### src/rtl/sccb_reg_access.sv
// OV7670 SCCB register read/write sequencer driving an AXI-stream style I2C master.
// Reads split into a write-address transaction, a STOP, then a separate read transaction.
module sccb_reg_access #(
    parameter logic [6:0]  DEV_ADDR       = 7'h21,
    parameter int unsigned TIMEOUT_CYCLES = 2_000_000
) (
    input  logic       clk,
    input  logic       reset_,
    input  logic       req_valid,
    output logic       req_ready,
    input  logic       req_write,
    input  logic [7:0] req_addr,
    input  logic [7:0] req_wdata,
    output logic       rsp_valid,
    input  logic       rsp_ready,
    output logic [7:0] rsp_rdata,
    output logic [1:0] rsp_error,
    output logic [6:0] s_axis_cmd_address,
    output logic       s_axis_cmd_start,
    output logic       s_axis_cmd_read,
    output logic       s_axis_cmd_write,
    output logic       s_axis_cmd_write_multiple,
    output logic       s_axis_cmd_stop,
    output logic       s_axis_cmd_valid,
    input  logic       s_axis_cmd_ready,
    output logic [7:0] s_axis_data_tdata,
    output logic       s_axis_data_tvalid,
    output logic       s_axis_data_tlast,
    input  logic       s_axis_data_tready,
    input  logic [7:0] m_axis_data_tdata,
    input  logic       m_axis_data_tvalid,
    input  logic       m_axis_data_tlast,
    output logic       m_axis_data_tready,
    input  logic       busy,
    input  logic       missed_ack,
    output logic [3:0] dbg_state
);
    // Handshakes: a transfer happens on a rising edge where valid and ready are both 1;
    // a source holds valid and its payload unchanged until that edge.
    typedef enum logic [3:0] {
        IDLE, W_CMD, W_REG, W_VAL, R_CMD, R_REG, R_WAIT, RD_CMD, RD_DATA, WAIT_IDLE, RESP
    } state_t;

    state_t      state, nxt;
    logic [7:0]  addr_q, wdata_q;
    logic [31:0] tmo_cnt;
    logic        active, timeout;
    logic        unused_tlast;

    assign unused_tlast       = m_axis_data_tlast;
    assign s_axis_cmd_address = DEV_ADDR;
    assign dbg_state          = state;
    assign active             = (state != IDLE) && (state != RESP);
    assign timeout            = active && (tmo_cnt == 32'(TIMEOUT_CYCLES - 1));

    always_comb begin
        nxt = state;
        case (state)
            IDLE:      if (req_valid)          nxt = req_write ? W_CMD : R_CMD;
            W_CMD:     if (s_axis_cmd_ready)   nxt = W_REG;
            W_REG:     if (s_axis_data_tready) nxt = W_VAL;
            W_VAL:     if (s_axis_data_tready) nxt = WAIT_IDLE;
            R_CMD:     if (s_axis_cmd_ready)   nxt = R_REG;
            R_REG:     if (s_axis_data_tready) nxt = R_WAIT;
            R_WAIT:    if (!busy)              nxt = RD_CMD;
            RD_CMD:    if (s_axis_cmd_ready)   nxt = RD_DATA;
            RD_DATA:   if (m_axis_data_tvalid) nxt = WAIT_IDLE;
            WAIT_IDLE: if (!busy)              nxt = RESP;
            RESP:      if (rsp_ready)          nxt = IDLE;
            default:                           nxt = IDLE;
        endcase
        // An expired request abandons whatever stream activity is in flight.
        if (timeout) nxt = RESP;
    end

    always_ff @(posedge clk) begin
        if (!reset_) begin
            state                     <= IDLE;
            addr_q                    <= 8'h00;
            wdata_q                   <= 8'h00;
            tmo_cnt                   <= 32'd0;
            rsp_rdata                 <= 8'h00;
            rsp_error                 <= 2'b00;
            req_ready                 <= 1'b1;
            rsp_valid                 <= 1'b0;
            s_axis_cmd_valid          <= 1'b0;
            s_axis_cmd_start          <= 1'b0;
            s_axis_cmd_read           <= 1'b0;
            s_axis_cmd_write          <= 1'b0;
            s_axis_cmd_write_multiple <= 1'b0;
            s_axis_cmd_stop           <= 1'b0;
            s_axis_data_tdata         <= 8'h00;
            s_axis_data_tvalid        <= 1'b0;
            s_axis_data_tlast         <= 1'b0;
            m_axis_data_tready        <= 1'b0;
        end else begin
            state <= nxt;
            if (state == IDLE && req_valid) begin
                addr_q    <= req_addr;
                wdata_q   <= req_wdata;
                tmo_cnt   <= 32'd0;
                rsp_error <= 2'b00;
                rsp_rdata <= 8'h00;
            end else if (active) begin
                tmo_cnt <= tmo_cnt + 32'd1;
                if (missed_ack) rsp_error[0] <= 1'b1;
                if (timeout) begin
                    rsp_error[1] <= 1'b1;
                    rsp_rdata    <= 8'h00;
                end else if (state == RD_DATA && m_axis_data_tvalid) begin
                    rsp_rdata <= m_axis_data_tdata;
                end
            end

            // Outputs are registered from the next state so they line up with it.
            req_ready                 <= (nxt == IDLE);
            rsp_valid                 <= (nxt == RESP);
            s_axis_cmd_valid          <= (nxt == W_CMD) || (nxt == R_CMD) || (nxt == RD_CMD);
            s_axis_cmd_start          <= (nxt == W_CMD) || (nxt == R_CMD) || (nxt == RD_CMD);
            s_axis_cmd_stop           <= (nxt == W_CMD) || (nxt == R_CMD) || (nxt == RD_CMD);
            s_axis_cmd_write_multiple <= (nxt == W_CMD);
            s_axis_cmd_write          <= (nxt == R_CMD);
            s_axis_cmd_read           <= (nxt == RD_CMD);
            s_axis_data_tvalid        <= (nxt == W_REG) || (nxt == W_VAL) || (nxt == R_REG);
            s_axis_data_tlast         <= (nxt == W_VAL) || (nxt == R_REG);
            s_axis_data_tdata         <= (nxt == W_VAL) ? wdata_q :
                                         ((nxt == W_REG) || (nxt == R_REG)) ? addr_q : 8'h00;
            m_axis_data_tready        <= (nxt == RD_DATA);
        end
    end
endmodule

### config.mk
export PLATFORM = sky130hd
export DESIGN_NAME = sccb_reg_access
export DESIGN_NICKNAME = d
export VERILOG_FILES = /design/src/rtl/sccb_reg_access.sv
export SDC_FILE = /design/constraint.sdc
export NUM_CORES = 1
export LEC_CHECK = 0
export ABC_AREA = 0
export ABC_CLOCK_PERIOD_IN_PS = 2600
export CORE_UTILIZATION = 50
export DETAILED_ROUTE_END_ITERATION = 7
export GPL_TIMING_DRIVEN = 0
export PLACE_DENSITY = 0.89
export SLEW_MARGIN = 20
export SYNTH_ARGS = -nofsm -noshare
export SYNTH_HDL_FRONTEND = slang
export SYNTH_SLANG_ARGS = --single-unit
### constraint.sdc
create_clock -name clk -period 2.6 [get_ports clk]
set_clock_uncertainty 0.15 [all_clocks]
set_input_delay 0.26 -clock clk [delete_from_list [all_inputs] [get_ports clk]]
set_output_delay 0.26 -clock clk [all_outputs]
set_load 0.02 [all_outputs]
Word-level counts from Yosys, hierarchy flattened
Cells that the tools add are included.

cells by class
  equality and inequality tests = 20
  multipliers = 0
  mux-type cells = 18
  div/mod/pow operators = 0
  bitwise gates (word level) = 1
  shift-type cells = 0
  reductions and logical operators = 18
  add/sub/neg operators = 1
  magnitude comparators = 0

operator list
  kind                                                               number
  4-bit 2-to-1 mux                                                   12
  4-bit one-hot mux with 11 select lines                             1
  32-bit by 1-bit adder with 32-bit output, second input constant    1
  32-bit by 21-bit == test with 1-bit output, second input constant  1
  8-bit 2-to-1 mux                                                   4
  4-bit by 3-bit == test with 1-bit output, second input constant    7
  4-bit == test, second input constant                               5
  4-bit by 2-bit == test with 1-bit output, second input constant    4
  4-bit by 1-bit == test with 1-bit output, second input constant    2
  4-bit zero test                                                    2
  1-bit logical OR                                                   6
  2-bit AND reduction                                                3
  1-bit logical AND                                                  4
  4-bit inequality test, second input constant                       1
  4-bit nonzero test                                                 1
  3-bit 2-to-1 mux                                                   1
  2-bit nonzero test                                                 1
  2-bit OR reduction                                                 1
  1-bit NOT                                                          1

storage, ports and cells
  memories kept = 0
  latch bits = 0
  memory bits (read-only) = 0
  output and inout bits = 40
  input port bits = 35
  bits in registers = 79
  word-level logic and storage cells = 75
  memory bits (writable) = 0

Depth between registers and ports, before layout
  depth after elaboration = 8
  depth in mapped cells = 9
  mapped depth without buffers = 7

Worst setup path before layout
OpenSTA, ideal clock, no wires.

  path kind = register to register
  from = reg state[0], in the netlist dbg_state[0]
  to = reg s_axis_data_tdata[0]
  library setup time = 0.059 ns
  period minus slack after synthesis = 2.284 ns
  data arrival time = 2.075 ns
  stages on the path, launching flop included = 10
  path slack = 0.316 ns
  buffers on the path = 2
  required time = 2.391 ns
  cell sequence = dfxtp_1 > buf_4 > and3b_1 > buf_2 > a21oi_2 > o21ai_1 > a211o_1 > nand2b_4 > o21ai_2 > a22o_1

on the way
  cells in the longest elaborated chain, start to end = 8
  elaborated cells on any way between the ends = 34
  those cells by class = eq/ne (14); mux (15); reduce/logical (5)

RTL lines
  item                                                                                                         line  text
  start: declaration                                                                                           44    state_t state, nxt;
  start signal: assignment                                                                                     97    state <= nxt;
  parallel branches: the longest is 3 deep, another holds 4-bit one-hot mux with 11 select lines               --
  4-bit 2-to-1 mux (*)                                                                                         73    if (timeout) nxt = RESP;
  4-bit by 2-bit == test with 1-bit output / 4-bit by 3-bit == test with 1-bit output (equally long branches)  127   ((nxt == W_REG) || (nxt == R_REG)) ? addr_q : 8'h00;
  1-bit logical OR                                                                                             127
  8-bit 2-to-1 mux                                                                                             127
  8-bit 2-to-1 mux (*)                                                                                         126   s_axis_data_tdata <= (nxt == W_VAL) ? wdata_q :
  end signal: assignment                                                                                       126
  end: declaration                                                                                             26    output logic [7:0] s_axis_data_tdata,

Mark *: on every way between the ends.
A chain may end at the register's enable or synchronous reset.

Worst setup path after layout
  from = reg state[3], in the netlist dbg_state[3]
  to = reg s_axis_data_tdata[2]

The elaborated chain is that of the path after synthesis.

==> out/qor.csv <==
stage,metric,value,unit
routing,wl_per_cell,14.02,µm
clocking,hold_buffers,0,
logic_synthesis,syn_inst,395,
power_and_ir_drop,p_leak,1.613,nW
grt,grt_use_total,22.41,%
routing,drtIter0Drc,122,
finish,antenna_cells,0,
logic_synthesis,synth.most_common_cell,dfxtp_1,
logic_synthesis,ys_async_sr_fraction,0,%
sta,worstMarginPinSlew,843.8,ps
floorplanning,rows,30,
logic_synthesis,synth_warnings,0,
routing,drc,0,
grt,grt_first_pass_wirelength,12780,µm
sta,tns,0,ps
critical_path,critPathMaxFanout,10,
finish,syn2layout_area_growth,28.54,%
critical_path,cpMaxStageDelayCell,dfxtp_1,
clocking,root_buffer,clkbuf_8,
logic_synthesis,ys.flop_type,dfxtp_1,
placed_design,io_buffers,66,
placed_design,place.detailed.hpwl,5531,µm
clocking,clk_pin_slew,90,ps
routing,totalWireLength,7879,µm
sta,max_freq,0.4033,GHz
critical_path,crit_arrival,2640,ps
grt,grt-ovfl-total,0,
logic_synthesis,yosysSeqAreaShare,45.48,%
critical_path,critical_path.cell_chain,buf_2 > and2b_1 > a32o_1 > nor2_1 > and2_1 > nand2_1 > nor2_2 > a22o_1,
logic_synthesis,ys_top_cells_by_area,"dfxtp_1 45%, nand2_1 6.0%, nor2_1 4.6%",
floorplanning,core,6756,µm²
placed_design,gp_congestion,0.9096,
critical_path,crit_required,2760,ps
sta,finalHoldViolations,0,
sta,setup_violations,0,
outcome,status,"finished, final reports clean",
grt,antenna_found_initial,0,
sta,rsz0062_at_grt,true,
finish,fillerInstances,536,
critical_path,critPathMaxStageDelay,360,ps
floorplanning,io_pins,75,
sta,max-slew-margin-rel,43.23,%
min_path,min_path_type,in -> reg,
logic_synthesis,synth.distinct_cells,59,
floorplanning,fp.dieW,85.39,µm
logic_synthesis,netlist_area,3477,µm²
floorplanning,dieArea,7291,µm²
clocking,htree_levels,3,
power_and_ir_drop,vdd_drop_max,0.3985,mV
finish,fin_nets,513,
sta,finalCritPeriodShare,95.37,%
clocking,cts_buffers,9,
grt,grt_max_degree,15,
floorplanning,chipHeight,85.39,µm
clocking,cts_tree,built,
power_and_ir_drop,powerDensity,589.1,nW/µm²
finish,drive_above_1_share,10.37,%
critical_path,cp-end-kind,register,
floorplanning,initial_core_util,51.46,%
critical_path,crit_type,reg -> reg,
sta,whs,287.9,ps
clocking,clkLatencyLatePin,370,ps
logic_synthesis,yosysTopAreaCellShare,45.48,%
sta,drv_slew,0,
routing,ant_nets,0,
logic_synthesis,synth_edf_count,0,
clocking,max-clock-path-buffers,2,
logic_synthesis,avgSynthCellArea,8.803,µm²
logic_synthesis,synth_top_cell_by_area,dfxtp_1,
critical_path,critPathLaunchType,register,
routing,drt_first_pass_iters,4,
grt,grt_pass1_vias,2911,
clocking,cts.sink_count,79,
sta,period_minus_slack,2480,ps
logic_synthesis,yosys_register_bits,79,
flow_run,cap_violations,0,
routing,dr_total_vias,3029,
logic_synthesis,ys_top_cells_by_count,"79 x dfxtp_1, 56 x nand2_1, 43 x nor2_1",
routing,viasPerCell,5.390,
==> metrics by stage <==
step	utilization [%]	cells	area, µm²	setup WS (ps)	power [mW]
3_3_place_gp	63.00	546	4257	-163.9	1.776
2_1_floorplan	-	400	3496	315.6	1.608
4_1_cts	65.72	562	4441	28.85	2.632
5_1_grt	66.15	562	4469	-35.98	2.735
6_report	66.15	562	4469	120.4	2.633
3_5_place_dp	63.00	546	4257	-177.9	1.793
==> metal layers <==
layer  track usage (%)  routed length [µm]  part of all wire (%)
met1             24.85                3313                    42
met4             13.79                 205                   2.6
met2             38.56                4065                    52
met5                 0                   0                     0
met3             5.739                 294                   3.7
==> cell usage in the layout, fill, tap and decap left out, types with 10 or more instances in the layout <==
cell type        synthesis  layout
nor2_1                  43      42
dfxtp_1                 79      78
buf_4                   10      10
a21boi_0                17      17
nand3_1                 22      21
clkdlybuf4s50_1          0      66
a21oi_1                 18      18
nand2_1                 56      55
clkbuf_8                 0      10
xor2_1                  14      14
xnor2_1                 11      11
==> logic make-up after synthesis <==
family | Yosys count | synth area share (%)
AO/OA/AOI/OAI | 71 | 15.26
multiplexers | 3 | 0.8637
XOR/XNOR | 26 | 6.765
other | 2 | 0.2160
flip-flops | 79 | 45.48
AND/OR/NAND/NOR | 181 | 26.13
adder cells (fa/ha/maj) | 1 | 0.3598
buffers and inverters | 32 | 4.930
==> worst max-delay path: cells and delay by family (launching register included) <==
family                 cells  cell delay (ps)
flip-flops                 1              360
AND/OR/NAND/NOR            5             1140
AO/OA/AOI/OAI              2              520
buffers and inverters      1              230
==> timing repair <==
item,in CTS,in global routing
endpoints found under the setup margin,5,38
pin swaps,0,0
resized for setup,1,7
buffers inserted,0,0
==> path summary, 6_finish.rpt <==
check / from / endpoint / slack (ps) / depth (start not counted)
setup / recovery: dbg_state[3] / s_axis_data_tdata[2] / 120 / 8
hold / removal: req_addr[7] / addr_q[7] / 290 / 3
setup reg to reg: dbg_state[3] / s_axis_data_tdata[2] / 120 / 8
hold reg to reg: rsp_rdata[1] / rsp_rdata[1] / 310 / 2
==> sequential cells by signal (all words and copies together) (netlist names) <==
register	cells
addr_q	8
dbg_state	4
m_axis_data_tready	1
req_ready	1
rsp_error	2
rsp_rdata	8
rsp_valid	1
s_axis_cmd_read	1
s_axis_cmd_valid	1
s_axis_cmd_write	1
s_axis_cmd_write_multiple	1
s_axis_data_tdata	8
s_axis_data_tlast	1
s_axis_data_tvalid	1
tmo_cnt	32
wdata_q	8
==> where the power goes <==
group	internal (mW)	switching [mW]
registers	1.26	0.0371
logic	0.216	0.266
clock network	0.373	0.480
total	1.85	0.782
==> area by class of cell <==
| class | count | area (µm²) | area share, % |
|---|---|---|---|
| tap | 80 | 100.1 | 2.240 |
| sequential | 79 | 1583 | 35.41 |
| clock inverter | 6 | 43.79 | 0.9798 |
| timing repair buffer | 66 | 660.6 | 14.78 |
| inverter | 8 | 30.03 | 0.6719 |
| clock buffer | 10 | 137.6 | 3.080 |
| buffer | 24 | 142.6 | 3.191 |
| multi-input combinational | 289 | 1772 | 39.64 |
Power figures use the tool's default switching activity.
